**src/rtl/chan4_pkg.sv**
```systemverilog
// chan4_pkg
// Shared definitions for the 4-channel deserializer slice.
//   NUM_CHAN      number of demux channels
//   CHAN_W        width of a channel index
//   DEFAULT_WIDTH default bits per assembled word
//   chan_t        channel-index type
package chan4_pkg;
  localparam int NUM_CHAN      = 4;
  localparam int CHAN_W        = 2;
  localparam int DEFAULT_WIDTH = 4;

  typedef logic [CHAN_W-1:0] chan_t;
endpackage

```
**src/rtl/chan4_lane_shifter.sv**
```systemverilog
// chan4_lane_shifter
// One channel of the deserializer: LSB-first shift register, bit counter,
// single-word holding register and its pending flag.
// Ports:
//   clk, rst_n   clock, asynchronous active-low reset
//   shift_en     accept bit_in on this edge
//   bit_in       serial bit for this channel
//   load         output stage takes hold_data on this edge
//   pending      hold_data contains an unconsumed word
//   hold_data    last completed word
//   drop         a completed word is being discarded on this edge
module chan4_lane_shifter
  import chan4_pkg::*;
#(
  parameter int WIDTH = DEFAULT_WIDTH
) (
  input  logic             clk,
  input  logic             rst_n,
  input  logic             shift_en,
  input  logic             bit_in,
  input  logic             load,
  output logic             pending,
  output logic [WIDTH-1:0] hold_data,
  output logic             drop
);

  localparam int CNT_W = (WIDTH > 1) ? $clog2(WIDTH) : 1;

  logic [WIDTH-2:0] sr;
  logic [CNT_W-1:0] cnt;
  logic [WIDTH-1:0] word_next;
  logic             last_bit;
  logic             complete;

  // Bits enter at the top and move down, so after WIDTH shifts the first
  // accepted bit sits in bit 0. word_next is the word as it would be if this
  // were the final bit.
  assign word_next = {bit_in, sr};
  assign last_bit  = (cnt == CNT_W'(WIDTH - 1));
  assign complete  = shift_en && last_bit;
  // A held word being loaded this edge frees the slot for the new one.
  assign drop      = complete && pending && !load;

  always_ff @(posedge clk or negedge rst_n) begin
    if (!rst_n) begin
      sr        <= '0;
      cnt       <= '0;
      hold_data <= '0;
      pending   <= 1'b0;
    end else begin
      if (shift_en) begin
        sr  <= word_next[WIDTH-1:1];
        cnt <= last_bit ? '0 : cnt + 1'b1;
      end
      if (complete && (!pending || load)) begin
        hold_data <= word_next;
        pending   <= 1'b1;
      end else if (load) begin
        pending <= 1'b0;
      end
    end
  end

endmodule

```
**src/rtl/chan4_deserializer.sv**
```systemverilog
// chan4_deserializer
// Reassembles WIDTH-bit words from a 4-way bit demux. Each channel builds its
// word LSB first; completed words wait in a per-channel holding register and
// are moved round-robin into a single valid/ready output register.
// Optional feature: define CHAN4_DESER_PARITY_EN to add out_parity
// (odd parity of out_data, registered alongside it, reset value 1).
// Ports:
//   clk, rst_n   clock, asynchronous active-low reset
//   en           accept lane[sel] on this edge
//   sel          channel the current bit belongs to
//   lane         demux lanes, only lane[sel] is sampled
//   out_valid    out_data/out_chan hold a word
//   out_ready    consumer accepts the word
//   out_data     assembled word
//   out_chan     channel of out_data
//   ovf          sticky per-channel overflow flags
//   out_parity   (CHAN4_DESER_PARITY_EN only) odd parity of out_data
module chan4_deserializer
  import chan4_pkg::*;
#(
  parameter int WIDTH = DEFAULT_WIDTH
) (
  input  logic             clk,
  input  logic             rst_n,
  input  logic             en,
  input  logic [1:0]       sel,
  input  logic [3:0]       lane,
  output logic             out_valid,
  input  logic             out_ready,
  output logic [WIDTH-1:0] out_data,
  output logic [1:0]       out_chan,
  output logic [3:0]       ovf
`ifdef CHAN4_DESER_PARITY_EN
  ,
  output logic             out_parity
`endif
);

`ifdef CHAN4_DESER_PARITY_EN
  function automatic logic odd_parity(input logic [WIDTH-1:0] d);
    return ~(^d);
  endfunction
`endif

  logic [NUM_CHAN-1:0] pending;
  logic [NUM_CHAN-1:0] drop;
  logic [NUM_CHAN-1:0] load_ch;
  logic [WIDTH-1:0]    hold_data [NUM_CHAN];

  chan_t last_ch;
  chan_t grant_ch;
  chan_t cand;
  logic  grant_vld;
  logic  load_ok;

  for (genvar g = 0; g < NUM_CHAN; g++) begin : g_lane
    chan4_lane_shifter #(.WIDTH(WIDTH)) u_lane (
      .clk      (clk),
      .rst_n    (rst_n),
      .shift_en (en && (sel == chan_t'(g))),
      .bit_in   (lane[g]),
      .load     (load_ch[g]),
      .pending  (pending[g]),
      .hold_data(hold_data[g]),
      .drop     (drop[g])
    );
  end

  // Round-robin search begins one past the last granted channel; the
  // i == NUM_CHAN step wraps back to last_ch itself so it is considered last.
  always_comb begin
    grant_vld = 1'b0;
    grant_ch  = last_ch;
    cand      = '0;
    load_ch   = '0;
    load_ok   = !out_valid || out_ready;
    for (int i = 1; i <= NUM_CHAN; i++) begin
      cand = last_ch + chan_t'(i);
      if (!grant_vld && pending[cand]) begin
        grant_vld = 1'b1;
        grant_ch  = cand;
      end
    end
    if (!load_ok) begin
      grant_vld = 1'b0;
    end
    if (grant_vld) begin
      load_ch[grant_ch] = 1'b1;
    end
  end

  // Output stage: loads on empty or transfer, otherwise holds its word.
  always_ff @(posedge clk or negedge rst_n) begin
    if (!rst_n) begin
      out_valid  <= 1'b0;
      out_data   <= '0;
      out_chan   <= '0;
      // Last grant = highest channel so channel 0 is searched first.
      last_ch    <= chan_t'(NUM_CHAN - 1);
      ovf        <= '0;
`ifdef CHAN4_DESER_PARITY_EN
      out_parity <= 1'b1;
`endif
    end else begin
      ovf <= ovf | drop;
      if (grant_vld) begin
        out_valid  <= 1'b1;
        out_data   <= hold_data[grant_ch];
        out_chan   <= grant_ch;
        last_ch    <= grant_ch;
`ifdef CHAN4_DESER_PARITY_EN
        out_parity <= odd_parity(hold_data[grant_ch]);
`endif
      end else if (out_ready) begin
        out_valid <= 1'b0;
      end
    end
  end

endmodule

```
**config.mk**
```make
export PLATFORM = sky130hd
export DESIGN_NAME = chan4_deserializer
export DESIGN_NICKNAME = d
export VERILOG_FILES = /design/src/rtl/chan4_pkg.sv /design/src/rtl/chan4_lane_shifter.sv /design/src/rtl/chan4_deserializer.sv
export SDC_FILE = /design/constraint.sdc
export NUM_CORES = 1
export LEC_CHECK = 0
export ABC_AREA = 1
export BUFFER_PORTS_ARGS = -buffer_cell sky130_fd_sc_hd__clkbuf_2
export CAP_MARGIN = 25
export CORE_ASPECT_RATIO = 1.4
export CORE_MARGIN = 8
export CORE_UTILIZATION = 40
export CTS_CLUSTER_SIZE = 30
export DETAILED_ROUTE_END_ITERATION = 16
export GPL_TIMING_DRIVEN = 0
export SLEW_MARGIN = 15
export SYNTH_ARGS = -nofsm -noshare
export SYNTH_HDL_FRONTEND = slang
export SYNTH_SLANG_ARGS = --single-unit
export TNS_END_PERCENT = 100
```
**constraint.sdc**
```tcl
create_clock -name clk -period 3.2 [get_ports clk]
set_input_delay 0.48 -clock clk [delete_from_list [all_inputs] [get_ports clk]]
set_output_delay 0.48 -clock clk [all_outputs]
set_load 0.03 [all_outputs]
```
== Word-level counts from Yosys, hierarchy flattened ==
Cells that the tools add are included.

* $add $sub $neg: 7
* $mul: 0
* Div/mod/pow operators: 0
* $lt $le $gt $ge: 7
* Equality and inequality tests: 7
* Shift operators: 0
* Multiplexer cells: 37
* Bitwise gates (word level): 2
* Reductions and logical operators: 47

{| class="wikitable"
|+ Operators with widths
! cell !! count
|-
| $logic_and A1 B1 Y1 || 24
|-
| $mux W1 || 20
|-
| $mux W2 || 8
|-
| $lt A2 B3 Y1 const B || 5
|-
| $eq A2 B2 Y1 const B || 6
|-
| $logic_not A1 Y1 || 12
|-
| $mux W4 || 3
|-
| $add A2 B1 Y2 const B || 5
|-
| $reduce_bool A2 Y1 || 5
|-
| $bmux W1 S2 || 4
|-
| $bmux W4 S2 || 1
|-
| $logic_or A1 B1 Y1 || 5
|-
| $add A2 B2 Y2 const B || 2
|-
| $or A4 B4 Y4 || 1
|-
| $ge A3 B3 Y1 const B || 1
|-
| $not A2 Y3 || 1
|-
| $demux W1 S2 || 1
|-
| $eq A2 B1 Y1 const B || 1
|-
| $ge A2 B1 Y1 const B || 1
|-
| $logic_not A2 Y1 || 1
|}

* Flip-flop bits (word level): 53
* Latch bits: 0
* RAM bits: 0
* Bits in read-only memories: 0
* Input bits: 10
* Output and inout port bits: 11
* Memories kept: 0

== Depth between registers and ports, before layout ==
* Depth after elaboration: 21
* Mapped depth: 16

== Cells and area by module ==
Synthesis repeated with hierarchy kept, for this count alone.

* Cell total of the unflattened synthesis: 331
* Area total of the unflattened synthesis: 2832.7 um^2

{| class="wikitable"
|+ By module, submodules not included
! module !! instances !! cells an instance !! area each (um^2) !! sequential area each (um^2)
|-
| chan4_lane_shifter || 4 || 46 || 439.2 || 250.2
|-
| chan4_deserializer || 1 || 147 || 1076.0 || 327.8
|}

== Worst setup path before layout ==
Ideal clock, no wire load.

* Path type: register to register
* From: reg last_ch[0]
* To: reg g_lane[0].u_lane.hold_data[0]
* Setup time: 116 ps
* Arrival time: 1687 ps
* Required time: 3084 ps
* Path slack: 1397 ps
* Stages on the path, launching flop included: 17
* Path buffers: 1
* Clock period less this slack: 1803 ps
* Path through: dfstp_2 buf_6 inv_8 nand2_1 nand2_2 nand2_2 nand2_4 clkinv_4 nand3_4 nand2_4 nand2_4 nor2_8 nand2_4 nand2_4 nand2_4 nand2_1 nand2_1

* Word-level cells in the longest chain between the ends: 20
* Elaborated cells between the ends (all ways): 34

{| class="wikitable"
|+ Ends and longest elaborated chain
! item !! line !! source
|-
| start, declared || chan4_deserializer.sv:50 || <nowiki>chan_t last_ch;</nowiki>
|-
| start signal, assigned || chan4_deserializer.sv:99 || <nowiki>last_ch <= chan_t'(NUM_CHAN - 1);</nowiki>
|-
| start signal, assigned || chan4_deserializer.sv:110 || <nowiki>last_ch <= grant_ch;</nowiki>
|-
| $add A2 B1 Y2 || chan4_deserializer.sv:78 || <nowiki>cand = last_ch + chan_t'(i);</nowiki>
|-
| $bmux W1 S2 || chan4_deserializer.sv:79 || <nowiki>if (!grant_vld && pending[cand]) begin</nowiki>
|-
| $mux W1 (implied by the code) || chan4_deserializer.sv:79 ||
|-
| $mux W1 || chan4_deserializer.sv:79 ||
|-
| $logic_not A1 Y1 || chan4_deserializer.sv:79 ||
|-
| $logic_and A1 B1 Y1 || chan4_deserializer.sv:79 ||
|-
| $mux W1 || chan4_deserializer.sv:79 ||
|-
| $logic_not A1 Y1 || chan4_deserializer.sv:79 ||
|-
| [4 not listed] || -- ||
|-
| $mux W2 || chan4_deserializer.sv:79 ||
|-
| $lt A2 B3 Y1 (implied by the code) or $ge A2 B1 Y1 (tied branches) || chan4_deserializer.sv:88 || <nowiki>load_ch[grant_ch] = 1'b1;</nowiki>
|-
| $logic_and A1 B1 Y1 (implied by the code) || chan4_deserializer.sv:88 ||
|-
| $mux W1 (implied by the code) || chan4_deserializer.sv:88 ||
|-
| $demux W1 S2 || chan4_deserializer.sv:88 ||
|-
| $mux W4 (*) || chan4_deserializer.sv:87 || <nowiki>if (grant_vld) begin</nowiki>
|-
| $logic_or A1 B1 Y1 (*) || chan4_lane_shifter.sv:55 || <nowiki>if (complete && (!pending || load)) begin</nowiki>
|-
| $logic_and A1 B1 Y1 (*) || chan4_lane_shifter.sv:55 ||
|-
| end signal, assigned || chan4_lane_shifter.sv:56 || <nowiki>hold_data <= word_next;</nowiki>
|-
| end, declared || chan4_lane_shifter.sv:23 || <nowiki>output logic [WIDTH-1:0] hold_data,</nowiki>
|}

Mark *: on every way between the ends. The rest lies on a longest branch, timed or not. The select of a mux whose other input is x is not followed.
A chain may end at the register's enable or synchronous reset.

== Worst setup path after layout ==
* From: reg last_ch[0]
* To: reg g_lane[1].u_lane.hold_data[1]

* Word-level cells in the longest chain between the ends: 20
* Elaborated cells between the ends (all ways): 34

{| class="wikitable"
|+ Ends and longest elaborated chain
! item !! line
|-
| $add A2 B1 Y2 || chan4_deserializer.sv:78
|-
| $bmux W1 S2 || chan4_deserializer.sv:79
|-
| $mux W1 (implied by the code) || chan4_deserializer.sv:79
|-
| $mux W1 || chan4_deserializer.sv:79
|-
| $logic_not A1 Y1 || chan4_deserializer.sv:79
|-
| $logic_and A1 B1 Y1 || chan4_deserializer.sv:79
|-
| $mux W1 || chan4_deserializer.sv:79
|-
| $logic_not A1 Y1 || chan4_deserializer.sv:79
|-
| [4 not listed] || --
|-
| $mux W2 || chan4_deserializer.sv:79
|-
| $lt A2 B3 Y1 (implied by the code) or $ge A2 B1 Y1 (tied branches) || chan4_deserializer.sv:88
|-
| $logic_and A1 B1 Y1 (implied by the code) || chan4_deserializer.sv:88
|-
| $mux W1 (implied by the code) || chan4_deserializer.sv:88
|-
| $demux W1 S2 || chan4_deserializer.sv:88
|-
| $mux W4 (*) || chan4_deserializer.sv:87
|-
| $logic_or A1 B1 Y1 (*) || chan4_lane_shifter.sv:55
|-
| $logic_and A1 B1 Y1 (*) || chan4_lane_shifter.sv:55
|-
| end signal, assigned || chan4_lane_shifter.sv:56
|-
| end, declared || chan4_lane_shifter.sv:23
|}

Marked as above.

==> key figures <==
Setup path
  • Crit path largest cell delay: around 0.53 ns
  • Crit-path max FO: 10
  • Data required, critical path: around 3.4 ns
  • CP dominant cell by count: nand2_4
  • Crit. End Element: flop
  • Startpoint type of the worst setup path: flop
  • Critical path cell sequence: buf_6 > inv_8 > nand2_1 > nand2_2 > nand2_4 > nand2_4 > clkinv_4 > nand3_4 > nand2_2 > nand2_4 > nor2_4 > nand2_2 > nand2_4 > nand2_4 > nand2_1 > nand2_1
  • Worst path bufs/invs: 3
  • Arrival time worst endpoint: between 2 and 2.5 ns
  • Critical path type: flop to flop
  • CP delay by family, top: simple AND/OR/NAND/NOR gates
  • Slowest-stage cell, CP: dfstp_2

GRT
  • Total track usage: between 10% and 20%
  • Global-route wire length before repair: around 9000 um
  • Largest net degree at the start of global routing: 54
  • Initial antenna violation count: 0
  • GRT overflow: 0
  • Number of global-route vias before repair: roughly 2.1k

Detailed routing
  • Antenna Nets Post-Route: 0
  • Via count: ~2.1k
  • Pre-antenna DRT Iters: 4
  • Routed wire length per instance: 10.9 um
  • Drt drc: 0
  • Final WL: 4990 um
  • Via/cell ratio: 4.56
  • Iteration-0 DRC Markers: between 100 and 150

Pwr
  • Static Leak: 0.00162 uW
  • Switching share of power: just under 50%
  • Clock network fraction of design power: 10.9%
  • VDD IR-drop max: between 500 and 600 uV
  • Seq pwr share: roughly a third
  • Comb pwr share: 55.9%
  • Int Pwr: between 1500 and 2000 uW
  • Switch Pwr: 1570 uW
  • Pwr Density: roughly 1000 nW/um2

Cells and area
  • Final core occ: 45.0%
  • Fillers: between 700 and 800
  • Multi-input gate area: approximately 1300 um2
  • Share of cells above drive strength 1: 20.4%
  • Register Area: approximately 1300 um2
  • Final nets: 375
  • Diodes inserted: 0
  • Area grow syn2layout: 10.8%

Place
  • Post-DP HPWL: between 3000 and 4000 um
  • IO buf count: 20
  • Gpl congestion: 0.765

Logic synthesis
  • Fraction of registers with async set/reset: 100%
  • Post-synth top area share: between 40% and 50%
  • Mapped Area: ~2800 um2
  • Combinational family with the most area after synthesis: simple AND/OR/NAND/NOR gates
  • Most frequent cell after synthesis: nand2_1
  • Post-synth EDFFs: 0
  • Post-synthesis adder-cell area fraction: between 1.5 and 2%
  • Simple-gate share of the synthesized area: between 30% and 40%
  • Main area contributors after synthesis: dfrtp_1 46%, nand2_1 18%, nand2_4 7.6%
  • Post-Synth XOR/XNOR Area: 0%
  • Primary FF master, synth: dfrtp_1
  • Yosys reg bits: 53
  • Synth Instances: approximately 330
  • Proportion of synthesized area in mux cells: 0%
  • Synth top cells by count: 133 x nand2_1, 51 x dfrtp_1, 38 x inv_1
  • Top cell type by total area after synthesis: dfrtp_1
  • Count of cell types in the netlist: 25
  • Mapped Nets: 348
  • Compound-Gate Fraction of Synth Area: under 10%
  • Sequential fraction of the synthesis area: 47.5%
  • Syn. warnings: 0
  • Mean Syn Cell Area: 8.38 um2

Floorplanning
  • Initial Util: ~41%
  • Cell row count: 36
  • Die Height: roughly 110 um
  • I/O pins: 21
  • Die Wd: ~87 um
  • Area of the die: between 9000 and 10000 um2
  • Core Box Area: between 6000 and 7000 um2

Clock network
  • Reg clk slew, reported paths: approximately 0.08 ns
  • CTS Hold Bufs: 0
  • Postcts setup bufs: 0
  • CTS Buffer Depth: 2
  • Cts repair resizes: 0
  • Htree depth: 2
  • Worst skew pair latency: 0.30 ns
  • CTS Buf Count: 5
  • CTS tree: yes
  • CTS sink count: 53
  • Clk root buf: clkbuf_8

Timing
  • Unrepaired setup endpoints after global routing: no
  • Fin. Hold Viols: 0
  • Max Freq: slightly above 500 MHz
  • Final setup violating endpoints: 0
  • Slew Viols, Final: 0
  • Final min period: slightly below 2 ns
  • Tcrit/Tclk final: slightly above 60%
  • Clock Skews: between 0.009 and 0.01 ns
  • Rel. slew slack: between 50% and 60%
  • Final TNS setup: 0 ns
  • Slew @ Worst Pin: slightly above 0.7 ns

Outcome
  • Outcome: finished, final reports clean

Worst hold path
  • Worst hold path class: input port to asynchronous set/reset pin

Run
  • Max Cap Viol: 0
[metal layers]
layer	vias to the layer above	part of all wire (%)	wire length [um]	GRT usage, %
met5	-	0	0	0
met2	14	53	2650	20.4
met4	0	1.3	65	3.46
li1	1096	-	-	-
met3	5	2.3	117	2.22
met1	969	43	2160	13.1
[state kept, by name, summed over array words and instances (netlist names)]
| signal | count |
|---|---|
| out_chan | 2 |
| g_lane.u_lane.hold_data | 16 |
| out_data | 4 |
| out_valid | 1 |
| ovf | 4 |
| last_ch | 2 |
| g_lane.u_lane.pending | 4 |
| g_lane.u_lane.sr | 12 |
| g_lane.u_lane.cnt | 8 |
[layout make-up]
| type | instances | share of cell area, % |
|---|---|---|
| clock buffer | 7 | 2.46 |
| tap | 95 | 3.83 |
| inverter | 42 | 5.49 |
| multi-input combinational | 238 | 41.5 |
| clock inverter | 1 | 0.161 |
| sequential | 53 | 42.8 |
| timing repair buffer | 20 | 3.31 |
| buffer | 1 | 0.363 |
[final timing paths]
| check | startpoint | endpoint | slack (ns) | cells past startpoint |
|---|---|---|---|---|
| worst max-delay path | last_ch[0] | g_lane[1].u_lane.hold_data[1] | 1.21 | 16 |
| worst min-delay path | rst_n | out_data[1] | 0.25 | 1 |
| worst max register to register | last_ch[0] | g_lane[1].u_lane.hold_data[1] | 1.21 | 16 |
| worst min register to register | ovf[0] | ovf[0] | 0.48 | 1 |
| max in group asynchronous | rst_n | g_lane[1].u_lane.sr[1] | 2.47 | 1 |
| min in group clk | lane[0] | g_lane[0].u_lane.sr[2] | 0.40 | 3 |
[cells by family (layout without fill, tap and decap cells)]
family | after synthesis | after routing
simple gates | 210 | 210
fa+ha+maj | 4 | 4
compound gates | 24 | 24
flops | 53 | 53
buf+inv | 43 | 71
[power by group through the flow]
stage	clock [uW]	combinational (uW)	sequential, uW
2_1_floorplan	0	1390	1170
3_3_place_gp	0	1830	1090
3_5_place_dp	0	1850	1090
4_1_cts	374	1850	1080
5_1_grt	398	2090	1110
6_report	355	1820	1080
[stage by stage]
stage | instance area [um2] | cells | setup WS (ns) | total power [uW] | hold slack, ns
after detailed placement | 3020 | 449 | 1.21 | 2940 | 0.459
after floorplan | 2800 | 334 | 1.40 | 2560 | 0.184
after CTS | 3100 | 457 | 1.19 | 3310 | 0.280
after global placement | 3020 | 449 | 1.24 | 2920 | 0.458
after global routing | 3100 | 457 | 1.02 | 3600 | 0.322
final | 3100 | 457 | 1.21 | 3250 | 0.249
[cell usage in the layout (no fill, tap or decap)]
master,count
inv_2,1
clkinv_4,1
clkbuf_4,1
clkbuf_2,19
inv_1,38
dfrtp_1,51
ha_1,4
nor2_8,1
nor2_4,5
nand2_4,19
clkinv_2,1
o21ai_1,1
clkbuf_8,5
nor3_2,4
clkbuf_1,2
o21bai_1,4
nand3_4,1
nand3_1,33
a21oi_1,1
nand3_2,1
nor2_2,1
buf_6,1
o21a_1,4
clkinv_1,1
dfstp_2,2
nand2_1,133
nor2_1,2
o21ai_0,14
inv_8,1
nand2_2,10
(Power assumes the default switching activity.)
